`config.mk`:
```
export PLATFORM = sky130hd
export DESIGN_NAME = fifo_sync_flags
export DESIGN_NICKNAME = d
export VERILOG_FILES = /design/src/rtl/fifo_pkg.sv /design/src/rtl/fifo_ram_dp.sv /design/src/rtl/fifo_sync_flags.sv
export SDC_FILE = /design/constraint.sdc
export NUM_CORES = 1
export LEC_CHECK = 0
export CAP_MARGIN = 20
export CORE_UTILIZATION = 54
export CTS_BUF_LIST = sky130_fd_sc_hd__clkbuf_2
export DETAILED_ROUTE_END_ITERATION = 16
export DONT_BUFFER_PORTS = 1
export PLACE_DENSITY = 0.72
export SKIP_CTS_REPAIR_TIMING = 1
export SLEW_MARGIN = 20
export SYNTH_ARGS = -nofsm -noshare
export SYNTH_HDL_FRONTEND = slang
export SYNTH_HIERARCHICAL = 1
export SYNTH_SLANG_ARGS = --single-unit
```
`constraint.sdc`:
```
create_clock -name clk -period 3.6 [get_ports clk]
set_input_delay 0.9 -clock clk [delete_from_list [all_inputs] [get_ports clk]]
set_output_delay 0.9 -clock clk [all_outputs]
set_load 0.03 [all_outputs]
```
`src/rtl/fifo_pkg.sv`:
```
// Helpers shared by the FIFO family: sizing functions and parameter legality checks.
package fifo_pkg;

  function automatic int unsigned clog2(input int unsigned n);
    int unsigned r;
    int unsigned v;
    r = 0;
    v = 1;
    while (v < n) begin
      v = v << 1;
      r++;
    end
    return r;
  endfunction

  // Pointers carry one extra wrap bit so full and empty are distinguishable.
  function automatic int unsigned ptr_w(input int unsigned depth);
    return clog2(depth) + 1;
  endfunction

  function automatic bit depth_ok(input int depth);
    return (depth >= 2) && ((depth & (depth - 1)) == 0);
  endfunction

  function automatic bit thresh_ok(input int af, input int ae, input int depth);
    return (af >= 0) && (af <= depth) && (ae >= 0) && (ae <= depth);
  endfunction

endpackage

```
`src/rtl/fifo_ram_dp.sv`:
```
// Storage array with one write port and one registered read port; contents are not reset.
module fifo_ram_dp #(
  parameter int DEPTH = 8,
  parameter int WIDTH = 32,
  parameter int AW    = 3
) (
  input  logic             clk,
  input  logic             rst_n,
  input  logic             we,
  input  logic [AW-1:0]    waddr,
  input  logic [WIDTH-1:0] wdata,
  input  logic             re,
  input  logic [AW-1:0]    raddr,
  output logic [WIDTH-1:0] rdata
);

  logic [WIDTH-1:0] mem [DEPTH];

  always_ff @(posedge clk) begin
    if (we) mem[waddr] <= wdata;
  end

  always_ff @(posedge clk or negedge rst_n) begin
    if (!rst_n)  rdata <= '0;
    else if (re) rdata <= mem[raddr];
  end

endmodule

```
`src/rtl/fifo_sync_flags.sv`:
```
// Single-clock FIFO with occupancy count, threshold flags, sticky error bits and flush.
module fifo_sync_flags
  import fifo_pkg::*;
#(
  parameter int FIFO_DEPTH = 8,
  parameter int DATA_WIDTH = 32,
  parameter int AF_THRESH  = FIFO_DEPTH - 2,
  parameter int AE_THRESH  = 2,
  localparam int ADDR_W    = clog2(FIFO_DEPTH)
) (
  input  logic                  clk,
  input  logic                  rst_n,
  input  logic                  cs,
  input  logic                  wr_en,
  input  logic                  rd_en,
  input  logic                  flush,
  input  logic                  err_clr,
  input  logic [DATA_WIDTH-1:0] data_in,
  output logic [DATA_WIDTH-1:0] data_out,
  output logic                  empty,
  output logic                  full,
  output logic                  almost_empty,
  output logic                  almost_full,
  output logic [ADDR_W:0]       count,
  output logic                  overflow,
  output logic                  underflow
);

  localparam int PW = ptr_w(FIFO_DEPTH);
  localparam logic [PW-1:0] ONE    = PW'(1);
  localparam logic [PW-1:0] FULL_C = PW'(FIFO_DEPTH);
  localparam logic [PW-1:0] AF_C   = PW'(AF_THRESH);
  localparam logic [PW-1:0] AE_C   = PW'(AE_THRESH);

  if (!depth_ok(FIFO_DEPTH)) begin : g_bad_depth
    $error("fifo_sync_flags: FIFO_DEPTH must be a power of two >= 2");
  end
  if (!thresh_ok(AF_THRESH, AE_THRESH, FIFO_DEPTH)) begin : g_bad_thresh
    $error("fifo_sync_flags: thresholds must lie within 0..FIFO_DEPTH");
  end

  logic [PW-1:0] wr_ptr, rd_ptr, count_nxt;
  logic          rd_ok, wr_ok, ovf_set, udf_set;

  always_comb begin
    rd_ok   = cs & rd_en & ~empty & ~flush;
    wr_ok   = cs & wr_en & ~flush & (~full | rd_ok);
    ovf_set = cs & wr_en & full & ~rd_ok & ~flush;
    udf_set = cs & rd_en & empty & ~flush;
    count_nxt = count;
    if (flush)                count_nxt = '0;
    else if (wr_ok && !rd_ok) count_nxt = count + ONE;
    else if (rd_ok && !wr_ok) count_nxt = count - ONE;
  end

  // At full with a same-cycle read, both indices match; the read port samples the old word.
  fifo_ram_dp #(
    .DEPTH (FIFO_DEPTH),
    .WIDTH (DATA_WIDTH),
    .AW    (ADDR_W)
  ) u_ram (
    .clk   (clk),
    .rst_n (rst_n),
    .we    (wr_ok),
    .waddr (wr_ptr[ADDR_W-1:0]),
    .wdata (data_in),
    .re    (rd_ok),
    .raddr (rd_ptr[ADDR_W-1:0]),
    .rdata (data_out)
  );

  always_ff @(posedge clk or negedge rst_n) begin
    if (!rst_n) begin
      wr_ptr       <= '0;
      rd_ptr       <= '0;
      count        <= '0;
      empty        <= 1'b1;
      full         <= 1'b0;
      almost_empty <= 1'b1;
      almost_full  <= 1'b0;
      overflow     <= 1'b0;
      underflow    <= 1'b0;
    end else begin
      if (flush) begin
        wr_ptr <= '0;
        rd_ptr <= '0;
      end else begin
        if (wr_ok) wr_ptr <= wr_ptr + ONE;
        if (rd_ok) rd_ptr <= rd_ptr + ONE;
      end
      count        <= count_nxt;
      empty        <= (count_nxt == '0);
      full         <= (count_nxt == FULL_C);
      almost_empty <= (count_nxt <= AE_C);
      almost_full  <= (count_nxt >= AF_C);
      overflow     <= ovf_set | (overflow & ~err_clr);
      underflow    <= udf_set | (underflow & ~err_clr);
    end
  end

endmodule

```
==> flow_summary.ini <==
[route]
remaining_drc_errors = 0
detail_route.wl_per_cell_um = 22.08
top_layer_used = met4
wl_met3_mm = 2.294
via_per_inst = 5.889
wl_mm = 24.58
initialDrtViolationCount = 467
vias = 6554
postRouteAntennaNets = 0
wl_met1_mm = 9.563
wl_met2_mm = 12.24
firstDrtPassIters = 5

[cts]
clkLatencyLatePin_ps = 770
numCtsBuffers = 75
clock_path_buffers = 3
tritoncts = yes
numClockSinks = 304
path_clk_slew_ps = 100
htreeDepth = 3
cts-root-buf = clkbuf_2

[finish]
nNetsFinal = 815
fin_area_um2 = 13120
area_delta_synth_final_pct = 8.349
layout-drive-gt1-share_pct = 20.31

[min_path]
min_to = wr_ptr[0]$_DFFE_PN0P_
hold_depth = 1
min-delay-start = flush
hold_path_class = input port to register

[yosys]
synth_ff_type = edfxtp_1
async_reset_ff_share_pct = 15.79
synth_top_family_by_area = multiplexers
synth_top_cell_by_area = edfxtp_1
ys_top_cells_by_area = edfxtp_1 (63%), dfrtp_1 (9.5%), mux2i_1 (8.0%)
yosys.area_share.simple_pct = 7.141
ys_seq_area_share_pct = 73.43
ys_ff_latch = 304
synth_xor_area_share_pct = 0.3617
synth_top_area_share_pct = 63.49
synth_area_um2 = 12110
synth_edf_count = 256
synth.avg_cell_area_um2 = 16.98
synthAdderAreaFrac_pct = 0.4134
synth.mux.area_fraction_pct = 8.019
yosysWarnings = 6
synth_compound_area_share_pct = 7.699
synth_cell_types = 46
synth_cells = 713
synth_nets = 756

[worst_setup_path]
cp_top_family = simple AND/OR/NAND/NOR gates
slowest_stage = nor2_4
cp-end-kind = register
r2r_end = u_ram/mem[7][27]$_DFFE_PP_
path_class = register to register
cp-startpoint = empty$_DFF_PN1_
arrival_ps = 3250
cp-start-kind = register
path_buf_inv = 1
reg2reg_depth = 5
cpPeakStageDelay_ps = 590
critPathRequiredTime_ps = 4030
critPathMaxFanout = 17
r2r_start = empty$_DFF_PN1_
timing.reg2reg.setup_slack_ps = 780
critical_path.cell_chain = nand3b_1 -> a21oi_1 -> nand2_1 -> nor2_4 -> buf_4

[floorplan]
dieArea_um2 = 23030
die_h_um = 151.7
placementRows = 54
coreArea_um2 = 21890
pin_count = 81
dieWidth_um = 151.7
initial_core_util_pct = 55.31

[placement]
dpl.hpwl_mm = 14.34
place.port_buffers = 0
globalplace.congestion = 0.7916
place_area_um2 = 12420

[timing]
max_freq_ghz = 0.3544
tightest_slew_ps = 970.7
setup_tns_ps = 0
min_period_ps = 2822
slew_viol_final = 0
finalHoldViolCount = 0
rsz0062_at_grt = no
fin_worst_skew_ps = 63.19
slew_headroom_pct = 35.13
setup_violations = 0
timing.final.crit_share_pct = 78.39

[power_and_ir_drop]
swShare_pct = 26.93
ir_drop_v = 0.0002213
powerDensity_nw_per_um2 = 521.8
leakage_nw = 4.643
pwr-share-seq_pct = 63.3
pwr-share-comb_pct = 5.4
p_sw_w = 0.001843
intPower_w = 0.005002
clkPwrFrac_pct = 31.3

[global_routing]
grt_pass1_vias = 6935
gr-total-overflow = 0
antenna_found_initial = 1
grt_pass1_wl_mm = 37.33
grt_use_total_pct = 22.16
grt_max_degree = 52

[flow_run]
maxCapViolations = 0

[run_status]
outcome = finished, final reports clean
-- how the worst max path moves through the flow --
stage	slack [ps]	end	cells after the start
floorplan	110	u_ram/mem[7][0]$_DFFE_PP_	5
global placement	520	u_ram/mem[7][27]$_DFFE_PP_	5
detailed placement	500	u_ram/mem[7][27]$_DFFE_PP_	5
CTS	820	u_ram/mem[7][27]$_DFFE_PP_	5
global route	670	u_ram/mem[6][27]$_DFFE_PP_	5
finish	780	u_ram/mem[7][27]$_DFFE_PP_	5
-- registers in the layout (all words and copies together), names as in the netlist --
register      count
almost_empty      1
full              1
count             4
empty             1
u_ram/mem       256
underflow         1
rd_ptr            3
almost_full       1
u_ram/rdata      32
overflow          1
wr_ptr            3
-- routing by layer --
metal | track usage (%) | vias to the layer above
li1 | - | 2956
met1 | 27.24 | 3299
met3 | 7.275 | 41
met4 | 8.515 | 0
met2 | 36.36 | 258
met5 | 0 | -
-- cell type report --
| type | instances | area [um2] |
|---|---|---|
| multi-input combinational | 359 | 2944 |
| timing repair buffer | 26 | 242.7 |
| clock buffer | 114 | 570.5 |
| sequential | 304 | 8896 |
| fill | 1667 | 8772 |
| inverter | 6 | 22.52 |
| antenna | 1 | 2.502 |
| tap | 280 | 350.3 |
| clock inverter | 23 | 90.09 |
-- placed cells by master (no fill, tap or decap), drive strengths merged, types with 2 or more instances in the layout --
master / instances
nand2b: 4
xnor2: 2
nand3: 36
nor2b: 66
clkbuf: 114
buf: 25
inv: 7
clkinv: 22
a41o: 33
nand3b: 3
xor2: 3
o21ai: 2
dfrtp: 46
nand2: 7
nor2: 14
nor4: 2
a211o: 32
mux2i: 97
dfstp: 2
ha: 4
edfxtp: 256
a22oi: 33
a21oi: 3
nor3: 5
-- Yosys cell counts (5+ instances only) --
library cell,number
dfrtp_1,46
nor2_1,14
edfxtp_1,256
mux2i_1,97
nand3_1,36
clkbuf_1,9
nor2b_1,66
nand2_1,7
buf_6,15
a211o_1,32
inv_1,5
buf_2,13
a41o_1,32
a22oi_1,33
-- per-stage QoR --
| step | power [W] | hold WS [ps] | utilization (%) | setup WS [ps] | std cells |
|---|---|---|---|---|---|
| 6_report | 0.006846 | 182.0 | 59.93 | 778.0 | 1113 |
| 5_1_grt | 0.007146 | 81.13 | 59.93 | 674.1 | 1113 |
| 4_1_cts | 0.006887 | -300.5 | 59.75 | 816.3 | 1110 |
| 3_5_place_dp | 0.004763 | 592.7 | 56.73 | 504.0 | 973 |
| 3_3_place_gp | 0.004752 | 597.9 | 56.73 | 521.6 | 973 |
| 2_1_floorplan | 0.004674 | 499.4 | - | 109.9 | 713 |
-- worst reg2reg max path, stage by stage, from the launching register on --
cell	delay, ps
dfstp_2	450
nand3b_1	260
a21oi_1	500
nand2_1	380
nor2_4	590
buf_4	300
-- power by group through the flow --
| stage | logic [W] | clock network [W] | registers, W |
|---|---|---|---|
| floorplan | 0.000312 | 0 | 0.00436 |
| global placement | 0.000338 | 0 | 0.00441 |
| detailed placement | 0.000346 | 0 | 0.00442 |
| CTS | 0.000354 | 0.00219 | 0.00434 |
| global route | 0.000408 | 0.00238 | 0.00436 |
| finish | 0.000368 | 0.00214 | 0.00433 |
-- logic make-up after synthesis --
kind of cell / Yosys count
xor+xnor: 5
compound gates: 108
mux: 97
buf+inv: 50
flops: 304
fa+ha+maj: 4
simple gates: 145
Note: power is estimated with default switching activity, not from simulation.
